$ cat src/rtl/debounce_multi.sv
// Multi-channel switch debouncer: synchroniser, shared tick prescaler, per-channel stability counters.
// Define DEBOUNCE_MULTI_EDGE_EN to build the rise_out/fall_out pulse flops; otherwise those outputs tie to 0.
module debounce_multi #(
  parameter int SW_WIDTH      = 8,
  parameter int CLK_CNT_WIDTH = 24,
  parameter int STABLE_CNT    = 4,
  parameter int SYNC_STAGES   = 2
) (
  input  logic                     clk,
  input  logic                     rst_n,
  input  logic [CLK_CNT_WIDTH-1:0] div,
  input  logic [SW_WIDTH-1:0]      sw_in,
  output logic [SW_WIDTH-1:0]      sw_out,
  output logic [SW_WIDTH-1:0]      rise_out,
  output logic [SW_WIDTH-1:0]      fall_out,
  output logic                     tick_out
);

  localparam int CW = $clog2(STABLE_CNT + 1);
  localparam logic [CW-1:0] LAST = CW'(STABLE_CNT - 1);

  logic [SW_WIDTH-1:0]      r_sync [SYNC_STAGES];
  logic [SW_WIDTH-1:0]      w_sync;
  logic [CLK_CNT_WIDTH-1:0] r_cnt;
  logic [CLK_CNT_WIDTH-1:0] w_lim;
  logic                     w_wrap;
  logic                     r_tick;
  logic [SW_WIDTH-1:0]      w_accept;

  always_ff @(posedge clk or negedge rst_n) begin
    if (!rst_n) begin
      for (int s = 0; s < SYNC_STAGES; s++) r_sync[s] <= '0;
    end else begin
      r_sync[0] <= sw_in;
      for (int s = 1; s < SYNC_STAGES; s++) r_sync[s] <= r_sync[s-1];
    end
  end

  assign w_sync = r_sync[SYNC_STAGES-1];

  // ">=" rather than "==" so a div lowered below the running count wraps at once.
  assign w_lim  = (div <= CLK_CNT_WIDTH'(1)) ? '0 : div - CLK_CNT_WIDTH'(1);
  assign w_wrap = (r_cnt >= w_lim);

  always_ff @(posedge clk or negedge rst_n) begin
    if (!rst_n) begin
      r_cnt  <= '0;
      r_tick <= 1'b0;
    end else if (w_wrap) begin
      r_cnt  <= '0;
      r_tick <= 1'b1;
    end else begin
      r_cnt  <= r_cnt + CLK_CNT_WIDTH'(1);
      r_tick <= 1'b0;
    end
  end

  assign tick_out = r_tick;

  genvar gi;
  generate
    for (gi = 0; gi < SW_WIDTH; gi++) begin : g_ch
      logic [CW-1:0] r_stab;
      logic          r_level;
      logic          w_diff;

      assign w_diff       = w_sync[gi] ^ r_level;
      assign w_accept[gi] = w_diff & r_tick & (r_stab == LAST);
      assign sw_out[gi]   = r_level;

      always_ff @(posedge clk or negedge rst_n) begin
        if (!rst_n) begin
          r_stab  <= '0;
          r_level <= 1'b0;
        end else if (!w_diff) begin
          r_stab <= '0;
        end else if (r_tick) begin
          if (r_stab == LAST) begin
            r_stab  <= '0;
            r_level <= w_sync[gi];
          end else begin
            r_stab <= r_stab + CW'(1);
          end
        end
      end

`ifdef DEBOUNCE_MULTI_EDGE_EN
      logic r_rise;
      logic r_fall;

      // Registered alongside r_level so the pulse lines up with the new level.
      always_ff @(posedge clk or negedge rst_n) begin
        if (!rst_n) begin
          r_rise <= 1'b0;
          r_fall <= 1'b0;
        end else begin
          r_rise <= w_accept[gi] & w_sync[gi];
          r_fall <= w_accept[gi] & ~w_sync[gi];
        end
      end

      assign rise_out[gi] = r_rise;
      assign fall_out[gi] = r_fall;
`endif
    end
  endgenerate

`ifndef DEBOUNCE_MULTI_EDGE_EN
  assign rise_out = '0;
  assign fall_out = '0;
`endif

endmodule
$ cat config.mk
export PLATFORM = sky130hd
export DESIGN_NAME = debounce_multi
export DESIGN_NICKNAME = d
export VERILOG_FILES = /design/src/rtl/debounce_multi.sv
export SDC_FILE = /design/constraint.sdc
export NUM_CORES = 1
export LEC_CHECK = 0
export CORE_MARGIN = 2
export CORE_UTILIZATION = 55
export CTS_BUF_LIST = sky130_fd_sc_hd__clkbuf_16
export DETAILED_ROUTE_END_ITERATION = 6
export HOLD_SLACK_MARGIN = 0.03
export PLACE_DENSITY = 0.79
export SYNTH_ARGS = -nofsm -noshare
export SYNTH_HDL_FRONTEND = slang
export SYNTH_SLANG_ARGS = --single-unit
$ cat constraint.sdc
create_clock -name clk -period 2.2 [get_ports clk]
set_input_delay 0.33 -clock clk [delete_from_list [all_inputs] [get_ports clk]]
set_output_delay 0.33 -clock clk [all_outputs]
set_load 0.1 [all_outputs]
# ---- Word level (Yosys, flattened, before mapping)
# Index checks and enable logic that the tools add are counted.
dict set report totals {
  mem_count 0
  register_bits 73
  ramBits 0
  latchBits 0
  input_bits 34
  mem_bits_ro 0
  wordCells 91
}
dict set report op_classes {
  bitwise_logic 8
  div 0
  n_reduce_logical 8
  order_cmp 2
  add_sub_neg 10
  eq_ne 16
  n_mux 27
  n_mul 0
  n_shift 0
}
# op count
set op_table {}
lappend op_table {{$mux W3} 24}
lappend op_table {{$mux W24} 2}
lappend op_table {{$add A24 B1 Y24 const B} 1}
lappend op_table {{$add A3 B1 Y3 const B} 8}
lappend op_table {{$eq A3 B2 Y1 const B} 8}
lappend op_table {{$ge A24 B24 Y1} 1}
lappend op_table {{$le A24 B1 Y1 const B} 1}
lappend op_table {{$reduce_and A3 Y1} 8}
lappend op_table {{$sub A24 B1 Y24 const B} 1}
lappend op_table {{$ne A2 B2 Y1 const B} 8}
lappend op_table {{$xor A1 B1 Y1} 8}
lappend op_table {{$mux W1} 1}

# ---- Depth between registers and ports, before layout
dict set report logic_depth {
  depth_word 4
  depth_mapped 15
  depth_no_buf 13
}

# ---- Least setup slack after synthesis
# Ideal clock, no wire load.
dict set report synth_path {
  kind {input to register}
  start {input port div[11]}
  end {register r_cnt[10]}
  setup_ps 136
  path_buffers 1
  path_stages 12
  arrival_time_ps 3130
  path_slack_ps -1066
  path_cell_list {or4_4 -> nor4_4 -> and2_1 -> and3_4 -> a22oi_1 -> ha_1 -> nand4_1 -> nor3_1 -> nand4_1 -> a31oi_1 -> clkbuf_1 -> nor3_1}
}
dict set report synth_between {
  elab_chain_cells 4
}
# item line
set synth_lines {}
lappend synth_lines {{from (decl)} 11} ;# input logic [CLK_CNT_WIDTH-1:0] div,
lappend synth_lines {{$sub A24 B1 Y24 / $le A24 B1 Y1 (equally long branches)} 42} ;# assign w_lim = (div <= CLK_CNT_WIDTH'(1)) ? '0 : div - CLK_CNT_WIDTH'(1);
lappend synth_lines {{$mux W24 (*)} 42}
lappend synth_lines {{$ge A24 B24 Y1 (*)} 43} ;# assign w_wrap = (r_cnt >= w_lim);
lappend synth_lines {{$mux W24 (*)} 49} ;# end else if (w_wrap) begin
lappend synth_lines {{to (signal assigned)} 53} ;# r_cnt <= r_cnt + CLK_CNT_WIDTH'(1);
lappend synth_lines {{to (decl)} 24} ;# logic [CLK_CNT_WIDTH-1:0] r_cnt;
# Every way passes the cells marked *; elsewhere a longest branch is shown, timed or not.
# A chain may end at the register's enable or synchronous reset.

# ---- Worst setup path after layout
dict set report layout_path {
  start {input port div[10]}
  end {register r_cnt[10]}
}
# The elaborated chain is that of the path after synthesis.

==> reports/summary.txt <==
Run status: finished with violations
Failing checks: setup timing
Via count of the first global-routing pass: 3679
Yosys warnings: 0
Number of distinct library cells after synthesis: 44
Fraction of the cycle the final worst path needs: 140.7%
Power share of the combinational group: 28.3%
Gate count after technology mapping: 459
Prevailing post-synth register cell: sky130_fd_sc_hd__dfrtp_1
GRT Residual Overflow: 0
Cell area after synthesis: 4392 sq um
Slew at the pin with the worst max-slew slack: 0.5011 ns
Post-detailed-placement half-perimeter wirelength: 6931 um
Adder and majority gate portion of the synthesized area: 9.972%
Worst-path cell with the longest stage delay: sky130_fd_sc_hd__or4_4
Setup Total Neg Slack: -20.53 ns
Compound-gate portion of the synthesized area: 4.416%
Clock-pin slew reported for the worst setup and hold paths after clock tree synthesis: 0.06 ns
Number of enable flip-flop cells after synthesis: 0
CP Launch Point: div[10]
Combinational family with the most area after synthesis: simple AND/OR/NAND/NOR gates
Number of clock sinks seen by CTS: 73
Total Power Consumption: 4.343 mW
Maximum VDD drop: 0.4667 mV
Number of I/O pins: 59
Overall via count from detail_route: 3611
Detail-routed net length per standard cell: 16.24 um
Clock root cell: sky130_fd_sc_hd__clkbuf_16
Unrepaired setup endpoints after global routing: true
Wire length of the first global-routing pass: 16640 um
Share of flip-flops with an asynchronous set or reset: 100.0%
Cell family with the largest share of critical-path delay: simple AND/OR/NAND/NOR gates
Seq cells post-synth: 73
Total count of max-transition violations in the final report: 0
Post-route clock skew: 0.004022 ns
Number of vias per cell: 5.471
Minimum setup slack in the final design: -0.8945 ns
Critical path class: in2reg
Diodes inserted: 0
Core box area: 7727 sq um
CTS tree: built
Hold violation total from the final report: 0
WP data required: 2.44 ns
Chain of cells forming the critical path: buf_6 -> or4_4 -> buf_6 -> nor4_4 -> xor2_2 -> nand2_2 -> ha_4 -> and2_4 -> a221o_1 -> a22oi_1 -> o211ai_1 -> buf_4 -> nor3_2
Total wirelength of the detailed-routed design: 10720 um
Die boundary height: 93.36 um
Later-pin clock latency in the skew report: 0.32 ns
1st-pass router iterations: 4
Clock network power share: 32.7%
Arrival time of the worst setup path: 3.33 ns
Largest net degree at the start of global routing: 59
Max Cap Viol: 0
Proportion of power drawn by flip-flops and latches: 39.0%
Number of core rows: 32
Hold Path Class: reg2reg
Internal Pwr Total: 2.909 mW
Port-buffer cells: 42
Leakage: 2.697 nW
Crit path buf inv count: 3
Die boundary width: 93.36 um
Post-route minimum period: 3.095 ns
Capture instance of the worst register-to-register path: tick_out$_DFF_PN0_
Initial antenna violation count: 0
Maximum frequency from static timing analysis: 0.3232 GHz
Final nets: 622
Sw Pwr: 1.434 mW
Global Route Usage Sum: 24.25%
Setup crit start kind: input port
Power density over the cells: 728.2 nW/um^2
Critical R2R Launch: r_cnt[1]$_DFF_PN0_
Most frequent CP cell: sky130_fd_sc_hd__buf_6
Worst Reg2Reg Path Length in Cells: 7
Maximum fanout count along the critical path: 6
Net switching fraction of the power: 33.02%
XOR/XNOR Fraction of Synth Area: 9.174%
Sequential share of the synthesized area: 41.60%
Portion of netlist area occupied by mux cells: 4.359%
Starting density of the core: 56.83%
Finish-stage setup viols: 25
Headroom to the max-slew limit: 66.45%
Max clock buf depth: 2
Most frequent cells in the layout: sky130_fd_sc_hd__dfrtp_1 (73), sky130_fd_sc_hd__buf_4 (61), sky130_fd_sc_hd__nand2_1 (49)
Number of cells in the finished layout apart from fillers: 660
Number of nets still failing antenna checks after routing: 0
Worst-case register-to-register setup slack: 0.01 ns
Most frequent standard cell in the layout excluding fill and tap cells: sky130_fd_sc_hd__dfrtp_1
Fraction of final layout cells sized beyond drive strength 1: 29.39%
Number of H-tree levels: 3
Die ar.: 8716 sq um
Number of buffers added by the clock tree synthesis step: 9
Per-instance average area after synthesis: 9.568 sq um
Max incr delay on CP: 0.57 ns
Simple-gate share of the synthesized area: 24.50%
Nature of the critical path endpoint: flip-flop
Routability Congestion: 0.8998
Number of violations reported at the end of detailed-routing iteration 0: 291
Area grow syn2layout: 35.81%
Setup crit end: r_cnt[10]$_DFF_PN0_
# placed instances: 633
DRC: 0
Count of cell instances traversed by the critical path: 13
flip-flops by register name, indices dropped and copies added (netlist names):
register,flops
g_ch.r_stab,24
w_sync,8
g_ch.r_level,8
r_sync,8
tick_out,1
r_cnt,24
how the worst min path moves through the flow:
stage | start | to | depth (start not counted) | slack [ns]
finish | r_sync[15]$_DFF_PN0_ | w_sync[7]$_DFF_PN0_ | 0 | 0.35
global route | r_sync[15]$_DFF_PN0_ | w_sync[7]$_DFF_PN0_ | 0 | 0.35
CTS | r_sync[15]$_DFF_PN0_ | w_sync[7]$_DFF_PN0_ | 0 | 0.35
detailed placement | rst_n | g_ch[2].r_stab[2]$_DFFE_PN0P_ | 1 | 0.27
global placement | rst_n | g_ch[2].r_level$_DFFE_PN0P_ | 1 | 0.26
floorplan | rst_n | g_ch[0].r_level$_DFFE_PN0P_ | 0 | 0.03
layer usage:
metal	wire [um]	track usage, %
met5	0	0
met2	5852	44.12
met1	4154	28.47
met4	218	9.314
met3	496	3.948
metrics by stage:
step | setup WS, ns | hold WS (ns) | cell area, sq um | utilization [%]
after floorplan | -0.9092 | 0.03441 | 4536 | -
after global placement | -1.543 | 0.2585 | 5268 | 68.17
after detailed placement | -1.553 | 0.2693 | 5268 | 68.17
after CTS | -0.7509 | 0.3517 | 5769 | 74.66
after global routing | -1.015 | 0.3542 | 5964 | 77.19
final | -0.8945 | 0.3476 | 5964 | 77.19
what timing repair did:
action | 4_1_cts | 5_1_grt
endpoints found under the setup margin | 25 | 25
hold buffers | 1 | 0
resized for setup | 63 | 34
gates cloned | 1 | 2
buffers inserted | 7 | 0
endpoints found under the hold margin | 15 | 0
pin swaps | 36 | 22
synth_stat cells (12+ instances only):
library cell               count  share of area (%)
sky130_fd_sc_hd__nor3_1       32                3.6
sky130_fd_sc_hd__dfrtp_1      73                 42
sky130_fd_sc_hd__buf_4        24                4.1
sky130_fd_sc_hd__nand2_1      54                4.6
sky130_fd_sc_hd__a21oi_1      18                2.1
sky130_fd_sc_hd__xnor2_1      29                5.8
sky130_fd_sc_hd__nor2_1       40                3.4
sky130_fd_sc_hd__nand3_1      17                1.9
sky130_fd_sc_hd__clkbuf_1     12                1.0
sky130_fd_sc_hd__nand2b_1     15                2.1
sky130_fd_sc_hd__ha_1         35                 10
sky130_fd_sc_hd__xor2_1       17                3.4
power by group through the flow:
stage	sequential, mW	clock (mW)	combinational [mW]
finish	1.69	1.42	1.23
global route	1.70	1.51	1.35
CTS	1.67	1.44	1.12
detailed placement	1.68	0	1.05
global placement	1.68	0	0.990
floorplan	1.66	0	0.698
area by class of cell:
| cell class | instances | area (sq um) |
|---|---|---|
| clock buffer | 9 | 225.2 |
| clock inverter | 7 | 71.32 |
| fill | 500 | 1763 |
| inverter | 8 | 30.03 |
| multi-input combinational | 356 | 2735 |
| sequential | 73 | 1827 |
| tap | 102 | 127.6 |
| timing repair buffer | 105 | 948.4 |
cell families after synthesis:
family          after synthesis
compound gates               32
buf+inv                      45
xor+xnor                     46
flops                        73
mux                          18
simple gates                209
other cells                   1
fa+ha+maj                    35
(Power assumes the default switching activity.)
==> RTL change 1 (config.mk and constraints unchanged) <==
`SYNC_STAGES`: 2 -> 4.
--- a/src/rtl/debounce_multi.sv
+++ b/src/rtl/debounce_multi.sv
@@ -5,5 +5,5 @@
   parameter int CLK_CNT_WIDTH = 24,
   parameter int STABLE_CNT    = 4,
-  parameter int SYNC_STAGES   = 2
+  parameter int SYNC_STAGES   = 4
 ) (
   input  logic                     clk,
Function: changed (Yosys sat finds a counterexample within 10 cycles, from zero or initial values and one cycle with rst_n low).
==> RTL change 1 against the original RTL <==
  * Fmax down 1.2%
  * Setup slack worse by 0.039 ns
  * Sequential share of layout area up 1.8 points
  * First-iteration DRC count down 12%
  * The run still ends with setup timing left
  * Sequential cell count up 16
  * Highest routed layer unchanged
  * Critical path type unchanged
  * Critical path depth up 2
  * Synthesized cell count up 3.9%
  * Total power up 17%
  * Routed wire length up 30%
  * Global-route usage up 2.2 points
  * Core utilization up 2.8 points
  * Area after synthesis up 9.8%
  * Cell area up 15%
==> RTL change 1: results (changes against the original RTL) <==
| Metric | Value |
|---|---|
| Status | `complete, but fails checks` |
| Failing checks | `setup timing` |
| Insertion delay to the later sink of the worst-skew pair | `0.34 ns (+0.02 ns)` |
| Worst setup startpoint | `div[12]` |
| Net Switching | `1.701 mW (+19%)` |
| Worst vdd ir | `0.8707 mV (+87%)` |
| DRT Pass-1 Iters | `5 (+1)` |
| Final setup vio count | `25 (unchanged)` |
| GR Util All Layers | `26.43% (+2.2 points)` |
| CTS resizes | `122 (+94%)` |
| Reg-to-Reg Start | `r_cnt[13]` |
| Wire per inst | `19.72 µm (+21%)` |
| Final WS setup | `-0.9335 ns (-0.03903 ns)` |
| CP max FO | `8 (+2)` |
| Wl on met1 | `5268 µm (+27%)` |
| Final HPWL DP | `7411 µm (+6.9%)` |
| Endpoint, Worst Hold | `r_sync[18]` |
| Worst slew margin | `58.73% (-7.7 points)` |
| Top cells by area, synth | `dfrtp_1 (46%), ha_1 (9.1%), xnor2_1 (4.9%), nand2_1 (4.4%), xor2_1 (4.0%)` |
| Top flop regs | `g_ch.r_stab: 24 flops, r_cnt: 24 flops, r_sync: 24 flops` |
| Fill cells | `429 (-14%)` |
| Final setup TNS | `-22.41 ns (-1.878 ns)` |
| Pin count of the biggest net entering global routing | `62 (+5.1%)` |
| Dpl ws | `-1.587 ns (-0.03424 ns)` |
| Initial DRC count | `256 (-12%)` |
| Met3 routed WL | `791 µm (+59%)` |
| WL met2 | `7106 µm (+21%)` |
| Worst r2r dst | `r_cnt[11]` |
| Post-synth cell types | `47 (+6.8%)` |
| Clock Skews | `0.006279 ns (+0.002257 ns)` |
-- RTL change 1: cell count changes after synthesis, moves of 3 or more --
cell,change
xor2_1,+5
nor2_1,-5
nor4_1,+4
and4_1,-3
dfrtp_1,+16
and2_1,-3
clkbuf_1,-3
-- RTL change 1: stage by stage --
step,total power [mW],hold WS (ns)
3_5_place_dp,3.188,0.2734
3_3_place_gp,3.110,0.2683
6_report,5.092,0.3453
2_1_floorplan,2.740,0.03441
4_1_cts,4.884,0.3449
5_1_grt,5.299,0.3510
-- RTL change 1: cells by family after synthesis --
logic type / Yosys count / synth area share (%)
other: 1 / 0.07777
XOR/XNOR: 49 / 8.900
flip-flops: 89 / 46.19
multiplexers: 16 / 3.555
AND/OR/NAND/NOR: 210 / 22.50
buffers and inverters: 46 / 5.838
AO/OA/AOI/OAI: 31 / 3.866
adder cells (fa/ha/maj): 35 / 9.081
-- RTL change 1: layout make-up --
cell class	instances	area (µm²)	area share, %
Clock buffer	9	225.2	3.279
Clock inverter	7	70.07	1.020
Inverter	10	37.54	0.5464
Multi-Input combinational cell	357	3018	43.93
Sequential cell	89	2227	32.42
Tap cell	108	135.1	1.967
Timing Repair Buffer	129	1156	16.83
-- RTL change 1: worst max-delay path by stage --
stage / endpoint / slack [ns]
floorplan: r_cnt[10] / -0.89
global placement: tick_out / -1.42
detailed placement: r_cnt[23] / -1.59
CTS: r_cnt[4] / -0.75
global route: r_cnt[10] / -1.05
finish: r_cnt[10] / -0.93
-- RTL change 1: metal layers --
metal | vias up | track usage [%]
li1 | 1851 | -
met1 | 2035 | 31.84
met2 | 215 | 44.40
met3 | 68 | 6.978
met4 | 0 | 12.07
met5 | - | 0
==> RTL change 2 (same flow settings) <==
Without the edit above. Add an input register stage for `div`, cleared by the reset; this delays it by one clock. The other inputs are not delayed to match.
--- a/src/rtl/debounce_multi.sv
+++ b/src/rtl/debounce_multi.sv
@@ -20,4 +20,14 @@
   localparam logic [CW-1:0] LAST = CW'(STABLE_CNT - 1);
 
+  logic [CLK_CNT_WIDTH-1:0] div_q;
+
+  always_ff @(posedge clk or negedge rst_n) begin
+    if (!rst_n) begin
+      div_q <= '0;
+    end else begin
+      div_q <= div;
+    end
+  end
+
   logic [SW_WIDTH-1:0]      r_sync [SYNC_STAGES];
   logic [SW_WIDTH-1:0]      w_sync;
@@ -40,5 +50,5 @@
 
   // ">=" rather than "==" so a div lowered below the running count wraps at once.
-  assign w_lim  = (div <= CLK_CNT_WIDTH'(1)) ? '0 : div - CLK_CNT_WIDTH'(1);
+  assign w_lim  = (div_q <= CLK_CNT_WIDTH'(1)) ? '0 : div_q - CLK_CNT_WIDTH'(1);
   assign w_wrap = (r_cnt >= w_lim);
 
Formal check against the unedited RTL: not equivalent (a bounded check fails within 4 cycles, from zero or initial values and one cycle with rst_n low).
==> RTL change 2 against the original RTL <==
  * Cell area is 1.3% higher
  * Setup slack lost 0.61 ns
  * Critical endpoint is now r_cnt[15]
  * The run still ends with setup timing left
  * Worst hold slack improved by 0.0014 ns
  * Cell count grew 0.91%
  * Routed wire length fell by 17%
  * Sequential cell count increased by 24
  * Area after synthesis up 12%
  * Largest cell class is now registers
Power is not compared: it rests on default switching activity, and its combinational part moved more than twofold at a synthesized area within 25%.
==> RTL change 2: results (changes against the original RTL) <==
| Metric | Value |
|---|---|
| Final nets | `622 (unchanged)` |
| DRT Pass-1 Iters | `4 (unchanged)` |
| H-tree level count | `3 (unchanged)` |
| Wire per inst | `13.42 µm (-17%)` |
| Worst r2r dst | `r_cnt[15]` |
| Initial antenna violation count | `0 (unchanged)` |
| Crit path largest cell delay | `0.53 ns (-0.04 ns)` |
| Final setup vio count | `25 (unchanged)` |
| Layout cells sized above 1 | `18.28% (-11 points)` |
| Seq pwr | `1.84 mW` |
| Wl on met1 | `3620 µm (-13%)` |
| Worst hold path type | `reg2reg` |
| Power Density | `607.4 mW/mm²` |
| Met3 routed WL | `323 µm (-35%)` |
| Initial DRC count | `107 (-63%)` |
| Synth Area in Compound Gates | `5.000% (+0.58 points)` |
| Port bufs | `42 (unchanged)` |
| Global-route wire length before repair | `15800 µm (-5.0%)` |
| CP top delay family | `simple AND/OR/NAND/NOR gates` |
| Top flop regs | `div_q: 24 flops, g_ch.r_stab: 24 flops, r_cnt: 24 flops` |
| Number of global-route vias before repair | `3606 (-2.0%)` |
| Total number of yosys warnings | `0 (unchanged)` |
| Failing checks | `setup timing` |
| Most frequent cells after synthesis | `dfrtp_1 (97), nor2_1 (55), nand2_1 (46)` |
| Status | `complete, but fails checks` |
| R2R cell count | `13 (+6)` |
| Net Switching | `0.9318 mW` |
| Endpoint, Worst Hold | `w_sync[0]` |
| Clock Skews | `0.008815 ns (+0.004794 ns)` |
| Sequential fraction of the synthesis area | `49.49% (+7.9 points)` |
| Hold buffer count at cts | `1 (unchanged)` |
| Post-synth cell types | `51 (+16%)` |
| Clk pin slew, worst setup/hold paths | `0.06 ns (about the same)` |
| Xor-xnor portion of the synthesized cell area | `8.393% (-0.78 points)` |
| Final setup TNS | `-37.07 ns (-16.54 ns)` |
| Insertion delay to the later sink of the worst-skew pair | `0.34 ns (+0.02 ns)` |
| Max Used Layer | `met4` |
| RePlAce Congestion | `0.7877 (-12%)` |
| Pin count of the biggest net entering global routing | `44 (-25%)` |
| CP max FO | `25 (+19)` |
| Setup Buffers After CTS | `0 (-7)` |
| Max clock buf depth | `2 (unchanged)` |
| Worst Min Path Start | `r_sync[8]` |
| Final HPWL DP | `6900 µm (-0.45%)` |
| Via count | `3483 (-3.5%)` |
| Reg-to-Reg Start | `div_q[6]` |
| Top cells by area, synth | `dfrtp_1 (49%), ha_1 (8.9%), xor2_1 (5.2%), nor2_1 (4.2%), buf_4 (3.7%)` |
| CTS resizes | `4 (-94%)` |
| GR Util All Layers | `19.98% (-4.3 points)` |
| Post-synth ARST share | `100.0% (unchanged)` |
| Antenna cells | `0 (unchanged)` |
| WL met2 | `4840 µm (-17%)` |
| Post-synthesis mux area share | `3.291% (-1.1 points)` |
| Crit path DAT | `3.97 ns (+0.64 ns)` |
| Final WS setup | `-1.502 ns (-0.6077 ns)` |
| Adder-cell area share of the yosys netlist | `8.929% (-1.0 points)` |
-- RTL change 2: routing by layer --
metal / vias to the layer above / GRT usage, %
met1: 1671 / 23.55
met4: 0 / 6.428
met5: - / 0
li1: 1726 / -
met2: 71 / 36.79
met3: 15 / 3.759
-- RTL change 2: cells by family (layout without fill, tap and decap cells) --
family                     Yosys count  count (layout)
DFF                                 97              97
other                                1              16
buffers and inverters               42             121
AOI/OAI and AO/OA                   40              40
muxes                               15              15
xor gates and xnor gates            47              47
and+or+nand+nor                    187             187
adders and majority gates           35              35
-- RTL change 2: final cells by class --
class,instances,area (µm²)
clock buffers,9,225.2
clock inverters,7,55.05
fillers,647,2636
inverters,9,33.78
multi-input cells,340,2333
flip-flops and latches,97,2427
well taps,108,135.1
repair buffers,96,832.0
-- RTL change 2: metrics by stage --
step | hold WS [ns] | area [µm²] | setup slack (ns) | std cells | util (%)
finish | 0.3491 | 6042 | -1.502 | 666 | 69.62
global placement | 0.2693 | 5712 | -1.397 | 649 | 65.82
CTS | 0.3504 | 6012 | -1.502 | 666 | 69.28
floorplan | 0.03441 | 4990 | -1.460 | 479 | -
global route | 0.3571 | 6042 | -1.680 | 666 | 69.62
detailed placement | 0.2707 | 5712 | -1.590 | 649 | 65.82
-- RTL change 2: worst max-delay path by stage --
stage	slack, ns	from	depth (start not counted)	end
after floorplan	-1.46	div_q[6]	14	r_cnt[10]
after global placement	-1.40	div_q[6]	13	r_cnt[21]
after detailed placement	-1.59	div_q[6]	12	r_cnt[14]
after CTS	-1.50	div_q[6]	13	r_cnt[14]
after global routing	-1.68	div_q[6]	13	r_cnt[15]
final	-1.50	div_q[6]	13	r_cnt[15]
